`src/rtl/vend_ctrl.sv`:
```
// Two-product vending controller: coin credit, selection, dispenser handshake, unit-by-unit change.
// Define VEND_CTRL_STATS_EN to add the SOLD_A/SOLD_B sales counters.
module vend_ctrl #(
  parameter int PRICE_A = 3,
  parameter int PRICE_B = 4,
  parameter int TIMEOUT = 200
) (
  input  logic       CLK_IN,
  input  logic       RST,
  input  logic [1:0] COIN,
  input  logic [1:0] SEL,
  input  logic       CANCEL,
  input  logic       DISP_BUSY,
  output logic       DRINK_OUT_A,
  output logic       DRINK_OUT_B,
  output logic       CHANGE_OUT,
  output logic       COIN_REJ,
  output logic [3:0] CREDIT,
`ifdef VEND_CTRL_STATS_EN
  output logic       BUSY,
  output logic [7:0] SOLD_A,
  output logic [7:0] SOLD_B
`else
  output logic       BUSY
`endif
);

  localparam int CW = $clog2(TIMEOUT);
  localparam logic [CW-1:0] TO_LAST = CW'(TIMEOUT - 1);
  localparam logic [3:0] PRICE_A4 = 4'(PRICE_A);
  localparam logic [3:0] PRICE_B4 = 4'(PRICE_B);

  typedef enum logic [1:0] {
    S_IDLE   = 2'd0,
    S_CREDIT = 2'd1,
    S_VEND   = 2'd2,
    S_CHANGE = 2'd3
  } state_t;

  state_t        state_q, state_d;
  logic [3:0]    credit_q, credit_d;
  logic [CW-1:0] cnt_q, cnt_d;
  logic          sel_b_q, sel_b_d;
  logic          drink_a_q, drink_a_d;
  logic          drink_b_q, drink_b_d;
  logic          change_q, change_d;
  logic          rej_q, rej_d;
  logic          busy_q, busy_d;

  logic          coin_valid;
  logic [3:0]    coin_val;
  logic [4:0]    coin_sum;
  logic          coin_fits;
  logic          sel_a_ok;
  logic          sel_b_ok;
  logic [3:0]    vend_price;

  // The 5-bit sum lets the overflow guard see totals above 15 without wrapping.
  assign coin_valid = (COIN == 2'b01) || (COIN == 2'b10);
  assign coin_val   = (COIN == 2'b10) ? 4'd2 : 4'd1;
  assign coin_sum   = {1'b0, credit_q} + {1'b0, coin_val};
  assign coin_fits  = coin_valid && (coin_sum <= 5'd15);
  assign sel_a_ok   = (SEL == 2'b01) && (credit_q >= PRICE_A4);
  assign sel_b_ok   = (SEL == 2'b10) && (credit_q >= PRICE_B4);
  assign vend_price = sel_b_q ? PRICE_B4 : PRICE_A4;

  always_comb begin
    state_d   = state_q;
    credit_d  = credit_q;
    cnt_d     = cnt_q;
    sel_b_d   = sel_b_q;
    drink_a_d = 1'b0;
    drink_b_d = 1'b0;
    change_d  = 1'b0;
    rej_d     = 1'b0;
    case (state_q)
      S_IDLE: begin
        if (coin_valid) begin
          credit_d = coin_val;
          cnt_d    = '0;
          state_d  = S_CREDIT;
        end
      end
      S_CREDIT: begin
        if (CANCEL) begin
          rej_d   = coin_valid;
          state_d = S_CHANGE;
        end else if (sel_a_ok || sel_b_ok) begin
          rej_d   = coin_valid;
          sel_b_d = sel_b_ok;
          state_d = S_VEND;
        end else if (coin_fits) begin
          credit_d = coin_sum[3:0];
          cnt_d    = '0;
        end else begin
          rej_d = coin_valid;
          if (cnt_q == TO_LAST) begin
            state_d = S_CHANGE;
          end else begin
            cnt_d = cnt_q + 1'b1;
          end
        end
      end
      S_VEND: begin
        rej_d = coin_valid;
        if (!DISP_BUSY) begin
          drink_a_d = !sel_b_q;
          drink_b_d = sel_b_q;
          credit_d  = credit_q - vend_price;
          state_d   = (credit_q == vend_price) ? S_IDLE : S_CHANGE;
        end
      end
      S_CHANGE: begin
        rej_d = coin_valid;
        if (credit_q != 4'd0) begin
          change_d = 1'b1;
          credit_d = credit_q - 4'd1;
          if (credit_q == 4'd1) begin
            state_d = S_IDLE;
          end
        end else begin
          state_d = S_IDLE;
        end
      end
      default: state_d = S_IDLE;
    endcase
    busy_d = (state_d == S_VEND) || (state_d == S_CHANGE);
  end

  always_ff @(posedge CLK_IN or posedge RST) begin
    if (RST) begin
      state_q   <= S_IDLE;
      credit_q  <= 4'd0;
      cnt_q     <= '0;
      sel_b_q   <= 1'b0;
      drink_a_q <= 1'b0;
      drink_b_q <= 1'b0;
      change_q  <= 1'b0;
      rej_q     <= 1'b0;
      busy_q    <= 1'b0;
    end else begin
      state_q   <= state_d;
      credit_q  <= credit_d;
      cnt_q     <= cnt_d;
      sel_b_q   <= sel_b_d;
      drink_a_q <= drink_a_d;
      drink_b_q <= drink_b_d;
      change_q  <= change_d;
      rej_q     <= rej_d;
      busy_q    <= busy_d;
    end
  end

  assign DRINK_OUT_A = drink_a_q;
  assign DRINK_OUT_B = drink_b_q;
  assign CHANGE_OUT  = change_q;
  assign COIN_REJ    = rej_q;
  assign CREDIT      = credit_q;
  assign BUSY        = busy_q;

`ifdef VEND_CTRL_STATS_EN
  logic [7:0] sold_a_q, sold_a_d;
  logic [7:0] sold_b_q, sold_b_d;

  // Counters advance on the same edge as the dispense pulse and wrap naturally.
  always_comb begin
    sold_a_d = sold_a_q + {7'd0, drink_a_d};
    sold_b_d = sold_b_q + {7'd0, drink_b_d};
  end

  always_ff @(posedge CLK_IN or posedge RST) begin
    if (RST) begin
      sold_a_q <= 8'd0;
      sold_b_q <= 8'd0;
    end else begin
      sold_a_q <= sold_a_d;
      sold_b_q <= sold_b_d;
    end
  end

  assign SOLD_A = sold_a_q;
  assign SOLD_B = sold_b_q;
`endif

endmodule

```
`config.mk`:
```
export PLATFORM = sky130hd
export DESIGN_NAME = vend_ctrl
export DESIGN_NICKNAME = d
export VERILOG_FILES = /design/src/rtl/vend_ctrl.sv
export SDC_FILE = /design/constraint.sdc
export NUM_CORES = 1
export LEC_CHECK = 0
export ABC_AREA = 1
export BUFFER_PORTS_ARGS = -buffer_cell sky130_fd_sc_hd__buf_2
export CAP_MARGIN = 15
export CORE_MARGIN = 3
export CORE_UTILIZATION = 63
export CTS_BUF_LIST = sky130_fd_sc_hd__clkbuf_16
export DETAILED_ROUTE_END_ITERATION = 10
export GPL_TIMING_DRIVEN = 0
export PLACE_DENSITY_LB_ADDON = 0.1
export RECOVER_POWER = 25
export SKIP_LAST_GASP = 1
export SLEW_MARGIN = 25
export SYNTH_ARGS = -nofsm -noshare
export SYNTH_HDL_FRONTEND = slang
export SYNTH_SLANG_ARGS = --single-unit
```
`constraint.sdc`:
```
create_clock -name CLK_IN -period 4.14 [get_ports CLK_IN]
set_input_delay 0.414 -clock CLK_IN [delete_from_list [all_inputs] [get_ports CLK_IN]]
set_output_delay 0.414 -clock CLK_IN [all_outputs]
set_load 0.03 [all_outputs]
```
==> results.yml <==
cells_and_area:
  syn_to_final_growth_pct: 12.5
  diodes: 0
  fill_cells: 171
  design_area_mm2: 0.00176
  layout_commonest_cell: "nand2_1"
  final_cell_mix: "76 x nand2_1, 27 x inv_1, 21 x nand3_1, 19 x dfrtp_1, 17 x buf_2"
  ff_latch_area_um2: 475
  nets: 267
  multi_input_area_um2: 950
  drive_gt1_share_pct: 17.1
logic_synthesis:
  synth_compound_area_share_pct: 6.73
  synth_top_family_by_area: "simple AND/OR/NAND/NOR gates"
  syn_avg_cell_area_um2: 6.91
  synth_xor_area_share_pct: 1.12
  seq_area_frac_synth_pct: 30.4
  netlist_area_mm2: 0.00156
  synth-seq-cells: 19
  syn_inst: 226
  synthAdderAreaFrac_pct: 10.1
  synth-simple-area-share_pct: 42.9
  ys_types: 31
  syn_nets: 246
  muxShareOfSynthArea_pct: 0
  synth_warnings: 0
setup_path:
  rrSetupSlack_ns: 2.00
  path_cells: "inv_1 > nand2_1 > and2_1 > ha_1 > inv_1 > nand2_1 > nand2_1 > nand2_4 > nand3_2 > inv_1 > nor2_4 > nand2_1 > nand2_1"
  cp_top_family: "simple AND/OR/NAND/NOR gates"
  required_ns: 4.33
  crit_top_cell: "nand2_1"
  cp_max_fo: 9
  crit_path_max_incr_delay_ns: 0.51
  end_kind: "flip-flop"
  critical_path_class: "flip-flop to flip-flop"
  path_buf_inv: 3
  arrival_ns: 2.33
  crit_path_start_kind: "flip-flop"
  slowest_stage: "dfrtp_1"
timing:
  period_needed_ns: 2.14
  drv_slew: 0
  tns_ns: 0
  tightestPinTransition_ns: 0.723
  skew_ns: 0.00195
  period_share_pct: 51.6
  fmax_mhz: 468
  slew_headroom_pct: 51.7
  hold_viol_final: 0
  setup_viol: 0
  rsz0062_at_grt: "no"
cts:
  numClockSinks: 19
  clk_pin_slew_ns: 0.06
  cts_hold_buf: 0
  numCtsBuffers: 3
  post_cts_buffers: 0
  cts_resized: 0
  h-tree-depth: 1
  cts_tree: "built"
  max-clock-path-buffers: 2
  clk-insertion-delay-late_ns: 0.25
  root_buffer: "clkbuf_16"
placement:
  gp_congestion: 0.815
  portBuffers: 16
  hpwl_um: 2780
  dpl-instance-area_mm2: 0.00168
floorplan:
  rows: 17
  die_h_um: 55.8
  die_width_um: 55.8
  io_pins: 17
  initial_core_util_pct: 68.6
  core-area_mm2: 0.00228
  dieArea_mm2: 0.00311
grt:
  grt_overflow: 0
  antenna_found_initial: 0
  grt_pass1_vias: 1509
  grt_pass1_wl_um: 6390
  grt_usage_pct: 25.5
  grt_start_max_net_pins: 20
route:
  via_per_inst: 5.66
  post_drt_wl_per_cell_um: 13.2
  drtPass1Iterations: 5
  detail_route.iter0.violations: 107
  route.detailed.drc: 0
  vias: 1552
  wirelength_um: 3630
  detail-route-antenna-nets: 0
hold_path:
  hold_class: "input pin to async pin"
pwr:
  peakVddDrop_v: 0.000545
  powerDensity_mw_per_mm2: 734
  power_leakage_nw: 0.981
flow_run:
  maxCapViolations: 0
status:
  status: "complete, no violations"
-- metal layers --
metal | global-route usage (%) | vias to the layer above | wire length, µm
li1 | - | 762 | -
met1 | 33.3 | 726 | 1620
met2 | 41.4 | 59 | 1720
met3 | 4.87 | 5 | 245
met4 | 10.4 | 0 | 48
met5 | 0 | - | 0
-- logic make-up after synthesis --
group	after synthesis
buffers and inverters	34
and+or+nand+nor	140
AOI/OAI and AO/OA	19
adders and majority gates	12
DFF	19
xor gates and xnor gates	2
-- registers in the layout (all words and copies together), names as in the netlist --
signal       count
cnt_q            8
DRINK_OUT_B      1
DRINK_OUT_A      1
sel_b_q          1
CREDIT           4
CHANGE_OUT       1
state_q          2
COIN_REJ         1
-- final timing paths --
path / start / end / depth (start not counted)
hold / removal: RST / state_q[0] / 2
max in group asynchronous: RST / cnt_q[7] / 2
setup / recovery: CREDIT[1] / cnt_q[6] / 13
min in group CLK_IN: CANCEL / sel_b_q / 2
setup reg to reg: CREDIT[1] / cnt_q[6] / 13
hold reg to reg: cnt_q[7] / cnt_q[7] / 2
-- power breakdown --
part           internal, W  switching (W)
combinational     0.000253       0.000516
sequential        0.000239      0.0000770
clock             0.000130      0.0000747
-- stage by stage --
step / hold slack, ns / setup slack (ns) / cells / util, % / power (W)
2_1_floorplan: 0.365 / 2.21 / 226 / - / 0.000891
3_3_place_gp: 0.482 / 2.01 / 270 / 73.7 / 0.00104
3_5_place_dp: 0.496 / 1.96 / 270 / 73.7 / 0.00108
4_1_cts: 0.297 / 2.03 / 274 / 77.2 / 0.00129
5_1_grt: 0.326 / 1.78 / 274 / 77.2 / 0.00141
6_report: 0.273 / 2.00 / 274 / 77.2 / 0.00129
-- synth_stat cells --
cell type / number / area, µm²
fa_1: 1 / 20.0
clkinv_1: 1 / 3.75
a21oi_2: 1 / 8.76
xor2_1: 1 / 8.76
inv_1: 27 / 101
a21oi_1: 7 / 35.0
xnor2_1: 1 / 8.76
nand3b_1: 1 / 7.51
inv_2: 4 / 15.0
a31oi_1: 1 / 6.26
nand3_1: 21 / 105
nand2_4: 2 / 22.5
or2_2: 1 / 6.26
dfrtp_1: 19 / 475
a21boi_0: 1 / 7.51
nor2_8: 1 / 20.0
ha_1: 11 / 138
nor4_1: 1 / 6.26
and2_1: 1 / 6.26
o21ai_0: 8 / 40.0
nand2_1: 76 / 285
nor3_1: 6 / 30.0
nand2_2: 2 / 12.5
nor2_1: 15 / 56.3
o31ai_1: 1 / 7.51
buf_2: 1 / 5.00
nand4_1: 4 / 25.0
nor2_2: 2 / 12.5
nand3_2: 4 / 40.0
buf_6: 1 / 11.3
nor2_4: 3 / 33.8
-- area by class of cell --
type                            instances  area share, %
Sequential cell                        19           27.1
Multi-Input combinational cell        173           54.1
Buffer                                  2          0.926
Timing Repair Buffer                   16           4.56
Inverter                               32           6.84
Clock buffer                            3           4.27
Tap cell                               28           1.99
Clock inverter                          1          0.285
No activity file was read; power rests on OpenSTA's default activity.
